$ cat config.mk
export PLATFORM = sky130hd
export DESIGN_NAME = div_unit
export DESIGN_NICKNAME = d
export VERILOG_FILES = /design/src/rtl/div_unit.sv
export SDC_FILE = /design/constraint.sdc
export NUM_CORES = 1
export LEC_CHECK = 0
export CAP_MARGIN = 10
export CORE_MARGIN = 8
export CORE_UTILIZATION = 54
export DETAILED_ROUTE_END_ITERATION = 7
export GPL_TIMING_DRIVEN = 0
export PLACE_DENSITY = 0.79
export SLEW_MARGIN = 0
export SYNTH_ARGS = -nofsm -noshare
export SYNTH_HDL_FRONTEND = slang
export SYNTH_SLANG_ARGS = --single-unit
$ cat constraint.sdc
create_clock -name clk -period 8.7 [get_ports clk]
set_clock_uncertainty 0.15 [all_clocks]
set_input_delay 2.175 -clock clk [delete_from_list [all_inputs] [get_ports clk]]
set_output_delay 2.175 -clock clk [all_outputs]
set_load 0.02 [all_outputs]
$ cat src/rtl/div_unit.sv
`default_nettype none
// ============================================================================
//  Module      : div_unit
//  Description : Multi-cycle radix-2 restoring divider for DIV/DIVU in EX.
//                Holds the pipeline via ex_ok_o while a divide is in flight,
//                then presents quotient (LO) and remainder (HI) until EX
//                advances. An exception flush cancels any divide.
//  Revision    : 1.0 - initial release
// ============================================================================
module div_unit #(
  parameter int DATA_W = 32
) (
  input  logic              clk,
  input  logic              rst,
  input  logic              flush_i,
  input  logic              start_i,
  input  logic              signed_i,
  input  logic [DATA_W-1:0] dividend_i,
  input  logic [DATA_W-1:0] divisor_i,
  input  logic              pipe_stall_i,
  output logic              ex_ok_o,
  output logic              result_valid_o,
  output logic [DATA_W-1:0] quotient_o,
  output logic [DATA_W-1:0] remainder_o
);

  // Iteration counter runs 0 .. DATA_W-1, one step per BUSY cycle.
  localparam int              CNT_W    = (DATA_W > 1) ? $clog2(DATA_W) : 1;
  localparam logic [CNT_W-1:0] CNT_LAST = CNT_W'(DATA_W - 1);

  localparam logic [1:0] S_IDLE = 2'd0;
  localparam logic [1:0] S_BUSY = 2'd1;
  localparam logic [1:0] S_DONE = 2'd2;

  logic [1:0]        r_state;
  logic [1:0]        w_state_nxt;
  logic [CNT_W-1:0]  r_cnt;

  // Working registers: r_rem is the partial remainder, r_quo holds the
  // not-yet-consumed dividend bits in its top and the quotient bits shifted
  // in at the bottom. After completion they hold the final signed results.
  logic [DATA_W-1:0] r_rem;
  logic [DATA_W-1:0] r_quo;
  logic [DATA_W-1:0] r_dvs;
  logic              r_neg_q;
  logic              r_neg_r;

  // Launch-time operand conditioning.
  logic              w_launch;
  logic              w_div_zero;
  logic              w_dvd_neg;
  logic              w_dvs_neg;
  logic [DATA_W-1:0] w_dvd_abs;
  logic [DATA_W-1:0] w_dvs_abs;

  // One restoring step.
  logic [DATA_W:0]   w_shifted;
  logic              w_ge;
  logic [DATA_W-1:0] w_diff;
  logic [DATA_W-1:0] w_rem_step;
  logic [DATA_W-1:0] w_quo_step;
  logic              w_last;
  logic [DATA_W-1:0] w_quo_fix;
  logic [DATA_W-1:0] w_rem_fix;

  // Launch decision and magnitude extraction for the incoming operands.
  always_comb begin
    w_launch   = (r_state == S_IDLE) && start_i && !flush_i;
    w_div_zero = (divisor_i == '0);
    w_dvd_neg  = signed_i && dividend_i[DATA_W-1];
    w_dvs_neg  = signed_i && divisor_i[DATA_W-1];
    w_dvd_abs  = w_dvd_neg ? (~dividend_i + 1'b1) : dividend_i;
    w_dvs_abs  = w_dvs_neg ? (~divisor_i + 1'b1) : divisor_i;
  end

  // Shift-subtract step; the shifted remainder needs one extra bit because
  // 2*rem+1 can exceed DATA_W bits before the subtraction brings it back.
  always_comb begin
    w_shifted  = {r_rem, r_quo[DATA_W-1]};
    w_ge       = (w_shifted >= {1'b0, r_dvs});
    w_diff     = w_shifted[DATA_W-1:0] - r_dvs;
    w_rem_step = w_ge ? w_diff : w_shifted[DATA_W-1:0];
    w_quo_step = {r_quo[DATA_W-2:0], w_ge};
    w_last     = (r_cnt == CNT_LAST);
    // Sign fixup: quotient negative when operand signs differ, remainder
    // follows the dividend. The most-negative / -1 case wraps naturally.
    w_quo_fix  = r_neg_q ? (~w_quo_step + 1'b1) : w_quo_step;
    w_rem_fix  = r_neg_r ? (~w_rem_step + 1'b1) : w_rem_step;
  end

  // Next-state selection; flush overrides every other transition.
  always_comb begin
    w_state_nxt = r_state;
    if (flush_i) begin
      w_state_nxt = S_IDLE;
    end else begin
      case (r_state)
        S_IDLE: begin
          if (start_i) begin
            w_state_nxt = w_div_zero ? S_DONE : S_BUSY;
          end
        end
        S_BUSY: begin
          if (w_last) begin
            w_state_nxt = S_DONE;
          end
        end
        S_DONE: begin
          if (!pipe_stall_i) begin
            w_state_nxt = S_IDLE;
          end
        end
        default: w_state_nxt = S_IDLE;
      endcase
    end
  end

  // State register.
  always_ff @(posedge clk or posedge rst) begin
    if (rst) begin
      r_state <= S_IDLE;
    end else begin
      r_state <= w_state_nxt;
    end
  end

  // Iteration counter: cleared on launch or flush, advances in BUSY.
  always_ff @(posedge clk or posedge rst) begin
    if (rst) begin
      r_cnt <= '0;
    end else if (flush_i || w_launch) begin
      r_cnt <= '0;
    end else if (r_state == S_BUSY) begin
      r_cnt <= r_cnt + 1'b1;
    end
  end

  // Datapath: load operands at launch, step while busy, fix signs on the
  // final step. Nothing moves in DONE so the results stay stable.
  always_ff @(posedge clk or posedge rst) begin
    if (rst) begin
      r_rem   <= '0;
      r_quo   <= '0;
      r_dvs   <= '0;
      r_neg_q <= 1'b0;
      r_neg_r <= 1'b0;
    end else if (w_launch) begin
      if (w_div_zero) begin
        r_quo <= '1;
        r_rem <= dividend_i;
      end else begin
        r_quo   <= w_dvd_abs;
        r_rem   <= '0;
        r_dvs   <= w_dvs_abs;
        r_neg_q <= w_dvd_neg ^ w_dvs_neg;
        r_neg_r <= w_dvd_neg;
      end
    end else if ((r_state == S_BUSY) && !flush_i) begin
      if (w_last) begin
        r_quo <= w_quo_fix;
        r_rem <= w_rem_fix;
      end else begin
        r_quo <= w_quo_step;
        r_rem <= w_rem_step;
      end
    end
  end

  // Stall request and result presentation.
  always_comb begin
    ex_ok_o        = flush_i || !start_i || (r_state == S_DONE);
    result_valid_o = (r_state == S_DONE);
    quotient_o     = r_quo;
    remainder_o    = r_rem;
  end

endmodule
`default_nettype wire

After elaboration in Yosys (flattened, before gate mapping)
Index checks and enable logic that the tools add are counted.
{ "totals": {"register_bits": 105, "latchBits": 0, "mem_bits_rw": 0, "mem_bits_ro": 0, "inputBits": 70, "output_inout_bits": 66, "elab_cells": 63, "mem_count": 0} }
{ "op_classes": {"n_addsub": 6, "multipliers": 0, "n_div": 0, "order_cmp": 1, "eq_ne": 6, "shift": 0, "mux": 21, "n_bitwise": 6, "n_reduce_logical": 16} }
{ "op_table": {"columns": ["op", "count"], "rows": [
  ["2-to-1 mux 32 bit", 13],
  ["adder 32 x 1 -> 32 bit, second input constant", 4],
  ["NOT 32 bit", 4],
  ["greater-or-equal comparator 33 x 32 -> 1 bit", 1],
  ["zero test 32 bit", 1],
  ["subtractor 32 bit", 1],
  ["2-to-1 mux 2 bit", 5],
  ["2-to-1 mux 5 bit", 2],
  ["!= test 3 bit, second input constant", 3],
  ["one-hot mux 2 bit (3 select lines)", 1],
  ["adder 5 x 1 -> 5 bit, second input constant", 1],
  ["== test 5 bit, second input constant", 1],
  ["logical AND 1 bit", 5],
  ["nonzero test 2 bit", 2],
  ["logical OR 1 bit", 3],
  ["AND reduction 3 bit", 1],
  ["== test 2 x 1 -> 1 bit, second input constant", 1],
  ["== test 2 bit, second input constant", 1],
  ["zero test 1 bit", 2],
  ["zero test 2 bit", 1],
  ["AND reduction 2 bit", 1],
  ["NOT 1 bit", 1],
  ["XOR 1 bit", 1]
]} }

Logic depth before layout (Yosys ltp)
Gate-level depths: netlist (run 1).
{ "logic_depth": {"ltp_word": 8, "depth_mapped": 22, "depth_no_buf": 18} }

Worst setup path after synthesis (run 1)
No wires, ideal clock.
{ "synth_path": {"path_type": "reg-to-reg", "from": "register r_rem[12] (netlist: remainder_o[12])", "to": "register r_rem[30] (netlist: remainder_o[30])", "arrival_ns": 5.497, "setup_slack_ns": 2.926, "stages_incl_launch_ff": 21, "path_buffers": 4, "path_cell_list": "dfrtp_1 ha_1 buf_2 nand4_1 or2_2 nor3_1 o311ai_1 nand2_1 clkbuf_1 buf_1 buf_1 mux2i_1 ha_1 nand2_1 or3b_4 nor4_2 o22ai_1 or4_4 o41ai_2 xnor2_1 o21ai_1"} }
{ "synth_via": {"elab_chain_cells": 8} }
{ "synth_lines": {"columns": ["element", "line", "text"], "rows": [
  ["start, declared", "42", "logic [DATA_W-1:0] r_rem;"],
  ["start signal, assigned", "150", "r_rem <= dividend_i;"],
  ["start signal, assigned", "161", "r_rem <= w_rem_fix;"],
  ["start signal, assigned", "164", "r_rem <= w_rem_step;"],
  ["subtractor 32 bit / greater-or-equal comparator 33 x 32 -> 1 bit (equally long branches)", "81, 80", null],
  ["2-to-1 mux 32 bit (*)", "82", "w_rem_step = w_ge ? w_diff : w_shifted[DATA_W-1:0];"],
  ["NOT 32 bit", "88", "w_rem_fix = r_neg_r ? (~w_rem_step + 1'b1) : w_rem_step;"],
  ["adder 32 x 1 -> 32 bit", "88", null],
  ["2-to-1 mux 32 bit", "88", null],
  ["2-to-1 mux 32 bit (*)", "159", "if (w_last) begin"],
  ["2-to-1 mux 32 bit (*)", "158", "end else if ((r_state == S_BUSY) && !flush_i) begin"],
  ["2-to-1 mux 32 bit (*)", "147", "end else if (w_launch) begin"]
]} }
Every way passes the cells marked *; elsewhere a longest branch is shown, timed or not. The select of a mux whose other input is x is not followed.
A chain may end at the register's enable or synchronous reset.

Worst setup path in the final report (run 1)
{ "layout_path": {"from": "register r_quo[31] (netlist: quotient_o[31])", "to": "register r_rem[30] (netlist: remainder_o[30])"} }
{ "layout_via": {"elab_chain_cells": 8} }
{ "layout_lines": {"columns": ["element", "line", "text"], "rows": [
  ["start, declared", "43", "logic [DATA_W-1:0] r_quo;"],
  ["start signal, assigned", "152", "r_quo <= w_dvd_abs;"],
  ["start signal, assigned", "160", "r_quo <= w_quo_fix;"],
  ["start signal, assigned", "163", "r_quo <= w_quo_step;"],
  ["subtractor 32 bit / greater-or-equal comparator 33 x 32 -> 1 bit (equally long branches)", "81, 80", null],
  ["2-to-1 mux 32 bit (*)", "82", null],
  ["NOT 32 bit", "88", null],
  ["adder 32 x 1 -> 32 bit", "88", null],
  ["2-to-1 mux 32 bit", "88", null],
  ["2-to-1 mux 32 bit (*)", "159", null],
  ["2-to-1 mux 32 bit (*)", "158", null],
  ["2-to-1 mux 32 bit (*)", "147", null]
]} }
Marks and branches as above.

==> reports/results.txt, run 1 <==
The run finished with clean final reports. The number of filler cells placed in the layout was 1,649. Dividing the synthesized area by the synthesized cell count gives 7.44 µm². The power density of the placed cells was 402 nW/µm²; the final net count was 1,576. The largest stage delay on the critical path came out at 0.76 ns. From synthesis to final layout, the design area changed by 19.8%. Input and output buffers added on the ports amount to 133. The worst path in the final design needs a cycle of 7.50 ns, including I/O delays and setup.

The run gives 5 as the number of optimization iterations in the first detailed-route pass. The number of nets handed over by synthesis was 1,431. The max-slew violation total from the final report is 0. The tools report the startpoint type of the worst setup path as a flip-flop. The mapped netlist covers 9840 µm². The tools report the count of antenna-violating nets left after detailed routing as 0. Entering global routing, the biggest net connects 73 pins. After detailed routing, the number of vias per cell comes to 6.13. Leading register cell type out of synthesis: dfrtp_1. The tools report the utilization after layout as 65.9%. For this block, the via count after detailed routing is 10,400.

The maximum buffer depth of the clock tree came out at 2. Summing all placed instances gives a cell area of 11,500 µm². The path class of the tightest hold or removal check is reg -> reg.

The highest-delay cell along the critical path is a2111oi_2. In the finished design, the share of the clock period the worst path needs comes to 86.2%. Wires add up to 33.7 mm. The number of antenna violations at the first check in global routing came out at 0. The number of buffers created by CTS came out at 9. TritonCTS built the clock tree. Across all hold checks on the routed design, the worst slack comes to 0.322 ns.

For the final routed database, the setup TNS stands at 0 ns. For the synthesized instance count, the log shows 1,322. The worst setup path is captured at a flip-flop.

Setup violations remaining at the end of the flow were counted as 0. In this run the tightest slew margin relative to its limit is 14.7%. The achievable frequency came out at 0.133 GHz. Setup repair after global routing left no endpoint under its margin. The initial utilization of the core area, before any placement, comes to 55.0%. The post-CTS setup repair buffer count came out at 0. The data required time of the worst path is 8.78 ns, and the maximum level of the CTS H-tree is 3. The run gives 9,863 as the via count of the first global-routing pass. The worst setup path is of the reg -> reg kind.

The biggest fanout along the worst timing path was 10; the worst path buffer plus inverter count was 4. The analysis attributes to cell leakage a power of 4.92 nW. Of the cells placed in the final design, the portion with a size suffix greater than 1 is 3.53%. The core region is 17,900 µm².

For the final hold violation count, the log shows 0. For the total of warnings raised by yosys, the log shows 0. The slew at the pin closest to its max-slew limit came out at 1.27 ns.

Counting flops with a built-in enable in the synthesized netlist gives 0. From left edge to right edge, the die measures 151 µm. In the routed design, unresolved DRC markers number 0.

The floorplan step defined a die boundary enclosing 22,800 µm². The clock-pin slew on the worst setup and hold paths is 0.08 ns, and the chip height is 151 µm. For the distinct cell type count after synthesis, the log shows 74. Global routing used 29.5% of the available tracks across all layers. The design draws 4.74 mW. Sum of net half-perimeters after detailed placement: 27.2 mm.

The tools report the number of sinks driven by the clock tree as 105. The signal on the critical path passes through inv_1 -> ha_1 -> nor2b_1 -> o2111ai_1 -> a2111oi_2 -> o311ai_1 -> nand2_1 -> clkbuf_1 -> buf_1 -> buf_1 -> mux2i_1 -> ha_1 -> nand2_1 -> or3b_4 -> nor4_2 -> o22ai_1 -> or4_4 -> o41ai_2 -> xnor2_1 -> o21ai_1. VDD sags by at most 0.182 mV. The largest delay contributor family on the critical path is simple AND/OR/NAND/NOR gates. The cell chosen for the clock root was clkbuf_16. Counting flops and latches in the post-synthesis netlist gives 105. The tool flagged a number of max-cap violations equal to 0. The first global-routing pass estimated 52.9 mm of wire. The finished cells cover 11,800 µm². The final weighted congestion of routability-driven global placement is 0.973, and the data arrival time at the worst-slack endpoint is 7.58 ns. The sequential cell area fraction in the yosys report was 26.7%; the number of hold buffers added after cts was 0.

Average wire per standard cell: 19.8 µm. The logs give 856 for the starting DRC count in detailed routing and 0 for the number of antenna cells inserted. For the post-cts repair resize count, the log shows 0. Global routing finished with a remaining overflow of 0. I/O pin total: 136. The async set-or-reset flop fraction in the synthesized netlist was 100%; the clock latency of the later-clocked register in the worst-skew pair was 0.36 ns.

The floorplan has 49 rows.
==> registers in the layout (all words and copies together) (netlist names) <==
| register | count |
|---|---|
| r_dvs | 32 |
| r_state | 2 |
| quotient_o | 32 |
| r_cnt | 5 |
| r_neg_q | 1 |
| r_neg_r | 1 |
| remainder_o | 32 |
==> stage by stage <==
stage,std cells,setup WS (ns)
after detailed placement,1685,1.09
after global routing,1701,0.943
after global placement,1684,1.21
after floorplan,1322,2.93
after CTS,1701,1.37
final,1701,1.20
==> where the power goes <==
part | total, mW | internal, mW | leakage (nW) | switching [mW]
clock | 0.442 | 0.228 | 0.142 | 0.214
sequential | 0.986 | 0.691 | 1.28 | 0.295
combinational | 3.32 | 1.30 | 3.49 | 2.02
==> worst reg2reg max path: stages (launching register included) <==
cell and delay, ns:
dfrtp_1 0.51, inv_1 0.20, ha_1 0.27, nor2b_1 0.22, o2111ai_1 0.21, a2111oi_2 0.76
o311ai_1 0.23, nand2_1 0.38, clkbuf_1 0.41, buf_1 0.51, buf_1 0.56, mux2i_1 0.34
ha_1 0.31, nand2_1 0.13, or3b_4 0.42, nor4_2 0.31, o22ai_1 0.21, or4_4 0.61
o41ai_2 0.39, xnor2_1 0.17, o21ai_1 0.08
==> kinds of logic (layout without fill, tap and decap cells) <==
logic type	after synthesis	after routing	share of synthesized area, %
AND/OR/NAND/NOR	464	464	22.2
AO/OA/AOI/OAI	428	428	27.0
XOR/XNOR	144	144	12.8
buffers and inverters	132	282	5.29
flip-flops	105	105	26.7
adder cells (fa/ha/maj)	39	39	5.03
multiplexers	10	10	1.02
==> Yosys cell counts, types with 4 or more instances <==
| cell | instances | share of area, % |
|---|---|---|
| o31ai_1 | 21 | 1.6 |
| nand3_1 | 22 | 1.1 |
| a21oi_1 | 114 | 5.8 |
| or3_1 | 11 | 0.70 |
| dfrtp_1 | 105 | 27 |
| a22oi_1 | 18 | 1.4 |
| nor2_1 | 136 | 5.2 |
| o221ai_1 | 4 | 0.36 |
| clkbuf_1 | 51 | 1.9 |
| xnor2_1 | 62 | 5.5 |
| ha_1 | 38 | 4.8 |
| inv_1 | 56 | 2.1 |
| a221oi_1 | 7 | 0.62 |
| a21o_1 | 18 | 1.4 |
| nand4_1 | 12 | 0.76 |
| nor3_1 | 47 | 2.4 |
| buf_2 | 13 | 0.66 |
| a41oi_1 | 4 | 0.36 |
| a22o_1 | 5 | 0.44 |
| nand2_1 | 143 | 5.5 |
| a31oi_1 | 21 | 1.3 |
| o41ai_1 | 7 | 0.62 |
| nand2b_1 | 15 | 0.95 |
| o211ai_1 | 10 | 0.76 |
| xor2_1 | 82 | 7.3 |
| and3_1 | 11 | 0.70 |
| o21ai_0 | 123 | 6.3 |
| and2_1 | 11 | 0.70 |
| buf_1 | 9 | 0.34 |
| a31o_2 | 4 | 0.36 |
| nor4_1 | 17 | 1.1 |
| or2_2 | 5 | 0.32 |
| nor2b_1 | 8 | 0.51 |
| a21boi_0 | 5 | 0.38 |
| or4_1 | 7 | 0.53 |
| a211oi_1 | 7 | 0.53 |
| o22ai_1 | 29 | 1.8 |
| mux2i_1 | 10 | 1.0 |
==> final timing paths <==
kind | startpoint | end | slack [ns] | cells after the start
max | quotient_o[31]$_DFFE_PP0P_ | remainder_o[30]$_DFFE_PP0P_ | 1.20 | 20
min | r_dvs[31]$_DFFE_PP0P_ | r_dvs[31]$_DFFE_PP0P_ | 0.32 | 2
max reg2reg | quotient_o[31]$_DFFE_PP0P_ | remainder_o[30]$_DFFE_PP0P_ | 1.20 | 20
min reg2reg | r_dvs[31]$_DFFE_PP0P_ | r_dvs[31]$_DFFE_PP0P_ | 0.32 | 2
max in group asynchronous | rst | remainder_o[16]$_DFFE_PP0P_ | 5.67 | 3
min in group asynchronous | rst | r_dvs[4]$_DFFE_PP0P_ | 2.03 | 2
==> cell usage in the layout (no fill, tap or decap), drive strengths merged, types with 21 or more instances in the layout <==
master / n
inv: 60
o31ai: 21
a21oi: 114
dfrtp: 105
nand2: 143
a31oi: 21
nand3: 22
xnor2: 62
nor2: 136
ha: 38
nor3: 47
o21ai: 125
buf: 24
o22ai: 29
clkdlybuf4s50: 133
clkbuf: 62
xor2: 82
==> routing by layer <==
metal	wire length (µm)	global-route usage, %	up-vias
met2	15600	48.5	507
met1	13700	37.4	4763
li1	-	-	5069
met3	2880	4.15	82
met4	1440	14.5	0
met5	0	0	-
==> area by class of cell <==
type                            count  area, µm²  share of cell area [%]
Timing Repair Buffer              134       1360                    11.5
Tap cell                          229        287                    2.43
Sequential cell                   105       2630                    22.3
Clock inverter                      6       73.8                   0.626
Inverter                           57        216                    1.84
Clock buffer                       10        229                    1.94
Multi-Input combinational cell   1085       6690                    56.8
Buffer                             75        307                    2.60
(Power assumes the default switching activity.)
==> inputs of run 2 (changes only) <==
--- a/config.mk
+++ b/config.mk
@@ -7,10 +7,10 @@
 export LEC_CHECK = 0
 export CAP_MARGIN = 10
 export CORE_MARGIN = 8
-export CORE_UTILIZATION = 54
+export CORE_UTILIZATION = 44
 export DETAILED_ROUTE_END_ITERATION = 7
 export GPL_TIMING_DRIVEN = 0
-export PLACE_DENSITY = 0.79
+export PLACE_DENSITY = 0.66
 export SLEW_MARGIN = 0
 export SYNTH_ARGS = -nofsm -noshare
 export SYNTH_HDL_FRONTEND = slang
==> run 2 against run 1 <==
  * Critical path type unchanged
  * Final cell count is 3.1% higher
  * Utilization is 12 points lower
  * Setup slack better by 0.076 ns
  * Hold slack better by 0.017 ns
  * Highest routed layer unchanged
  * Sequential share of layout area is 0.13 points lower
  * Final area is 0.58% higher
  * Critical path depth stayed put
  * Fmax is 1.0% higher
  * Clock power is 2% lower
==> reports/results.txt, run 2 (synthesis gave the netlist of run 1 again) <==
The run gives 0.37 ns as the clock latency of the later-clocked register in the worst-skew pair. Relative to the synthesized area, the layout overhead comes to 20.5%. Excluding fillers, the count of instances in the completed layout stands at 1,753. The die covers 27,400 µm². After filler insertion, the fill cell instance count of the layout stands at 2,232. The tools report the final weighted congestion of routability-driven global placement as 0.929. The cell chosen for the clock root was clkbuf_16.

The number of antenna violations at the first check in global routing is 0. The number of cell instances on the worst register-to-register path was 20. The path class of the tightest hold or removal check is reg -> reg. The finished cells cover 11,900 µm².

In this run the tightest slew margin relative to its limit is 37.2%. The floorplan step set the die width to 166 µm. The run finished with clean final reports. The number of antenna diodes in the final layout is 0. The post-route netlist has 3.67% of its cells at a drive strength greater than 1. The final wirelength is 34.8 mm. The tools report the achievable frequency as 0.135 GHz. Peak supply drop: 0.145 mV. For this run, the share of the core covered by cells in the final layout is 54.2%.

The number of setup buffers added after CTS is 0. The max-cap violation count came out at 0. Including well taps, the total number of placed cells is 1,736. Largest stage delay on the critical path: 0.62 ns. The final hold violation count came out at 0. After detailed routing, the average wire length per cell comes to 19.8 µm. The logs give 54 for the cell row count and 3 for the maximum level of the CTS H-tree. Leaving out fill and tap cells, the most frequent cells in the layout are nand2_1 (143), nor2_1 (136), clkdlybuf4s50_1 (133). The total global routing track utilization was 25.4%. In this run the worst path has a maximum fanout of 10. The slowest stage of the critical path is the or4_4 cell. The hold-critical path depth was 2; the number of hold buffers added after cts was 0. The detail route stage leaves a number of antenna-violating nets equal to 0. The tools report the number of optimization iterations in the first detailed-route pass as 5. The I/O pin total came out at 136.

The clock-pin slew on the worst setup and hold paths was 0.09 ns. Entering global routing, the biggest net connects 71 pins. For this configuration, the core starts out at a cell density of 45.0%. Once routing completed, OpenROAD measured the worst setup slack at 1.28 ns. The tools report the type of destination of the critical path as a flip-flop. The design draws 4.74 mW. The wire length of the first global-routing pass is 54.3 mm, and the area after detailed placement is 11,600 µm². The total area inside the core boundary comes to 21,900 µm². The die is 166 µm tall. Detailed placement ended at an HPWL of 28.3 mm.

Buffers placed on the I/O ports in this run total 133. The critical path in this run is classified as reg -> reg. The maximum buffer depth of the clock tree was 2; the via total after detailed routing was 10,300. After detailed routing, the number of vias per cell comes to 5.88. TritonCTS built the clock tree. The tools report the max-slew violation total from the final report as 0. The final-layout worst hold slack was 0.339 ns.

For the setup TNS after final layout, the log shows 0 ns. The clock period minus worst slack was 7.42 ns; the residual overflow from global routing was 0. The number of buffers created by CTS was 9; the post-cts repair resize count was 0. STA puts the critical path data required time at 8.80 ns.

In the finished design, the share of the clock period the worst path needs comes to 85.3%. STA classifies the critical path startpoint as a flip-flop. After the last flow step, the layout net total stands at 1,577. For this design the static power due to leakage is 4.93 nW. The tools report the worst slack after detailed placement as 1.06 ns. At the pin with the least slew margin, the transition time is 0.929 ns. In the routed design, unresolved DRC markers number 0. The critical path goes through ha_1 -> clkbuf_1 -> nand4_1 -> nor4_1 -> a22oi_1 -> o221a_2 -> nand2_1 -> clkbuf_1 -> buf_1 -> buf_1 -> mux2i_1 -> ha_1 -> nand2_1 -> or3b_4 -> nor4_2 -> o22ai_1 -> or4_4 -> o41ai_2 -> xnor2_1 -> o21ai_1.

Dividing total power by cell area gives a power density of 399 nW/µm². Data arrival time at the worst-slack endpoint: 7.52 ns. Clock tree synthesis found a total of 105 sinks. Via count of the first global-routing pass: 9,934. Setup violations remaining at the end of the flow were counted as 0. Setup repair after global routing left no endpoint under its margin.

Leaving out fill and tap cells, the most frequent cell in the layout is nand2_1. For this block, the initial DRC count from the detailed router was 782.
[run 2: changes by cell type in the layout (fill, tap and decap cells not counted), sizes merged]
| cell | change |
|---|---|
| clkinv | +3 |
| bufinv | -1 |
| clkbuf | +1 |
| clkinvlp | -1 |
| inv | -1 |
[run 2: final timing paths]
kind	from	slack, ns	to
worst min register to register	r_dvs[31]$_DFFE_PP0P_	0.34	r_dvs[31]$_DFFE_PP0P_
min in group asynchronous	rst	2.02	r_cnt[1]$_DFFE_PP0P_
worst max-delay path	remainder_o[8]$_DFFE_PP0P_	1.28	remainder_o[30]$_DFFE_PP0P_
max in group asynchronous	rst	5.68	quotient_o[21]$_DFFE_PP0P_
worst min-delay path	r_dvs[31]$_DFFE_PP0P_	0.34	r_dvs[31]$_DFFE_PP0P_
worst max register to register	remainder_o[8]$_DFFE_PP0P_	1.28	remainder_o[30]$_DFFE_PP0P_
[run 2: area by class of cell]
type | instances | area, µm² | share of cell area [%]
buffer | 75 | 307 | 2.58
clock buffer | 10 | 239 | 2.01
timing repair buffer | 135 | 1370 | 11.5
clock inverter | 6 | 61.3 | 0.517
tap | 280 | 350 | 2.95
sequential | 105 | 2630 | 22.2
multi-input combinational | 1085 | 6690 | 56.4
inverter | 57 | 216 | 1.82
[run 2: per-layer routing]
metal	up-vias	share of wire, %	GRT usage, %
li1	5072	-	-
met1	4796	45	32.9
met2	377	45	41.9
met3	65	6.2	3.62
met4	0	3.7	9.94
met5	-	0	0
[run 2: worst max-delay path: cells and delay by family, from the launching register on]
family | cells | cell delay [ns]
compound gates | 5 | 1.24
xor+xnor | 1 | 0.16
fa+ha+maj | 2 | 0.67
buf+inv | 4 | 1.72
flops | 1 | 0.54
mux | 1 | 0.32
simple gates | 7 | 2.48
[run 2: power by group]
group          leakage [nW]  internal (mW)  switching, mW
Clock                 0.144          0.209          0.222
Combinational          3.50           1.29           2.03
Sequential             1.28          0.691          0.298
==> inputs of run 3 (changes only) <==
--- a/config.mk
+++ b/config.mk
@@ -5,6 +5,7 @@
 export SDC_FILE = /design/constraint.sdc
 export NUM_CORES = 1
 export LEC_CHECK = 0
+export ABC_AREA = 1
 export CAP_MARGIN = 10
 export CORE_MARGIN = 8
 export CORE_UTILIZATION = 44
==> run 3 against run 2 <==
  * Utilization fell by 0.86 points
  * Synthesized cell count up 39%
  * Total power is 8.3% higher
  * Highest routed layer unchanged
  * Fmax increased by 26%
  * Die area increased by 9.0%
  * Via count grew 21%
  * Critical path depth down 16
  * Sequential cell count did not move
  * Hold slack worse by 0.011 ns
  * First-iteration DRC count increased by 77%
  * Global-route usage increased by 2.3 points
  * Non-clock buffer count fell by 21
==> reports/results.txt, run 3 <==
After floorplanning, the core was divided into 57 placement rows. Gates resized during post-CTS repair numbered 0. The achievable frequency came out at 0.170 GHz.

The post-synth net total is 1,943, and the data arrival time at the worst-slack endpoint is 3.55 ns. In this run the worst setup path begins at flush_i. STA classifies the critical path endpoint as an output pin. The synthesized area per cell is 5.90 µm², and the residual overflow from global routing is 0.

The number of optimization iterations in the first detailed-route pass was 6; the I/O pin total was 136. The clock passes through at most 2 buffers. The worst setup path is of the in -> out kind. The area share of the largest cell type after synthesis was 24.3%.

The setup TNS after final layout is 0 ns. The flow ran to the end, and the final reports show no timing, DRC or antenna violations. The floorplan step set the die height to 173 µm. The wire-length estimate of the detail-placed layout is 35.0 mm. The total of warnings raised by yosys is 0. The largest family of logic cells by synthesized area was simple AND/OR/NAND/NOR gates.

The final-layout worst hold slack was 0.327 ns; the via total after detailed routing was 12,500. Synthesis instantiated 50 different standard cells from the library. Setup violations remaining at the end of the flow were counted as 0.

The count of buffers added on input and output ports is 135. Most area-hungry cell type in the Yosys netlist: dfrtp_1. Cell area after technology mapping: 10,800 µm². The clock latency of the later-clocked register in the worst-skew pair is 0.37 ns. The synthesized netlist devotes 13.4% of its cell area to compound gates. In the synthesized netlist, mux cells make up 0% of the area. The post-synthesis simple-gate area fraction works out to 39.9%. The leading register cell type out of synthesis is dfrtp_1.

Routability-driven placement finished with a final weighted congestion of 0.948. The worst register-to-register path begins at remainder_o[23]$_DFFE_PP0P_. The library cells used most frequently in the layout, excluding fill and tap cells, are nand2_1 (588), inv_1 (265), nor2_1 (195). The die is 173 µm wide. The count of antenna-violating nets left after detailed routing came out at 0. Capture instance of the worst register-to-register path: quotient_o[24]$_DFFE_PP0P_. The run gives 24,200 µm² as the placeable core area. The number of antenna diodes in the final layout is 0.

Yosys mapped a number of flops with a built-in enable equal to 0. After synthesis, the share of flip-flops with an asynchronous set or reset is 100%. The most common library cell in the layout ignoring fill and taps was nand2_1. By area the synthesized netlist is led by dfrtp_1 (24%), nand2_1 (20%), inv_1 (9.2%). For the relative slew slack, the log shows 49.9%. The worst setup path is launched from a primary input.

Post-layout total power: 5.13 mW. For this run, global-route usage on met2 was measured as 43.6%. Using the TritonRoute via totals, the vias-per-cell ratio works out to 5.39. The first global-routing pass estimated 65.5 mm of wire. The floorplan step defined a die boundary enclosing 29,900 µm². The commonest cells after synthesis are nand2_1 (588), inv_1 (266), nor2_1 (195). Power spread over the standard cell area amounts to 397 nW/µm². The final hold violation count came out at 0. Dividing the detail-routed wire length by the instance count gives 18.5 µm. TritonCTS built the clock tree. For met3 alone, demand over resource in global routing was 5.25%. After Yosys synthesis, XOR and XNOR cells account for 6.07% of the synthesized area. Setup repair after global routing left no endpoint under its margin. Clock tree synthesis inserted a total of 9 buffers.

Global routing consumed, on the met1 layer, 37.0% of the routing resources. The total global routing track utilization is 27.7%, and the number of synthesized register bits is 105. The logs give 2.83 ns for the minimum setup slack in the final design and 0 for the number of remaining DRC errors.

The worst hold path belongs to the class reg -> reg. The final layout contains 2,090 nets. The tree is rooted in a clkbuf_16.

The worst setup path endpoint was ex_ok_o. Relative to the synthesized area, the layout overhead comes to 19.4%. The starting DRC count in detailed routing came out at 1,382. For the number of antenna violations at the first check in global routing, the log shows 0. Clock period minus worst slack: 5.87 ns.

Summed over all cells, the static leakage comes to 6.60 nW. The adder and majority gate portion of the synthesized area works out to 4.58%. The peak supply drop is 0.215 mV. The routed design has 42.6 mm of wire. The slack of the worst reg-to-reg path was 4.09 ns. The maximum number of pins on one net before global-route repair came out at 56. Clock-pin slew was measured on the worst setup and hold paths at 0.09 ns. Via count of the first global-routing pass: 11,500. The layout has 2,550 filler cells. The H-tree was split into 3 levels. Across the run, the number of max-cap violations was 0.

The busiest metal layer after global routing was met2. Post-CTS setup repair buffer count: 0. Sequential cell area fraction in the yosys report: 24.3%. For this configuration, the core starts out at a cell density of 44.7%. The tools report the max-slew violation total from the final report as 0. The run gives 6.38 ns as the data required time of the worst path. The slew at the pin closest to its max-slew limit was 0.742 ns; the layout cell share with drive strength beyond 1 was 4.13%. The number of cell instances on the worst register-to-register path is 25, and the biggest fanout along the worst timing path is 4. In the post-synthesis netlist, the cell with the most instances is nand2_1.

Before CTS, the worst setup slack after placement is 2.79 ns. The final cycle utilization of the critical path was 67.5%; the number of sinks driven by the clock tree was 105. The synthesized instance count was 1,834; the number of hold buffers added after cts was 0.
## run 3: cell type report
cell class                 count  area, µm²  share of cell area [%]
multi-input combinational   1402       6920                    53.5
sequential                   105       2630                    20.3
timing repair buffer         136       1380                    10.7
inverter                     274       1030                    7.99
tap                          324        405                    3.14
buffer                        53        249                    1.93
clock buffer                   9        225                    1.74
clock inverter                 7       88.8                   0.687
## run 3: how the worst min path moves through the flow
stage	slack (ns)	from	cells past startpoint	end
3_5_place_dp	0.32	r_cnt[3]$_DFFE_PP0P_	1	r_cnt[3]$_DFFE_PP0P_
2_1_floorplan	0.28	r_cnt[3]$_DFFE_PP0P_	1	r_cnt[3]$_DFFE_PP0P_
5_1_grt	0.36	r_dvs[24]$_DFFE_PP0P_	2	r_dvs[24]$_DFFE_PP0P_
3_3_place_gp	0.31	r_cnt[3]$_DFFE_PP0P_	1	r_cnt[3]$_DFFE_PP0P_
6_report	0.33	r_cnt[3]$_DFFE_PP0P_	1	r_cnt[3]$_DFFE_PP0P_
4_1_cts	0.33	r_cnt[3]$_DFFE_PP0P_	1	r_cnt[3]$_DFFE_PP0P_
## run 3: worst max-delay path, stage by stage
cell             delay (ns)
clkdlybuf4s50_1        0.54
inv_1                  0.08
o211ai_1               0.11
clkdlybuf4s50_1        0.64
## run 3: metrics by stage
step	std cells	area (µm²)	util, %
after global routing	2310	12900	53.3
after floorplan	1834	10800	-
final	2310	12900	53.3
after detailed placement	2294	12600	52.0
after CTS	2310	12900	53.3
after global placement	2293	12600	51.9
## run 3: cells by family after synthesis
group           count (synthesis)
compound gates                265
xor+xnor                       75
fa+ha+maj                      39
simple gates                 1023
flops                         105
buf+inv                       327
## run 3: routing by layer
metal	share of wire (%)	wire, µm
met1	44	18900
met2	44	18700
met3	8.3	3530
met4	3.5	1510
met5	0	0
## run 3: report_power, final
| part | internal (mW) | switching, mW |
|---|---|---|
| Sequential | 0.671 | 0.267 |
| Combinational | 1.27 | 2.48 |
| Clock | 0.209 | 0.232 |
| Total | 2.15 | 2.98 |
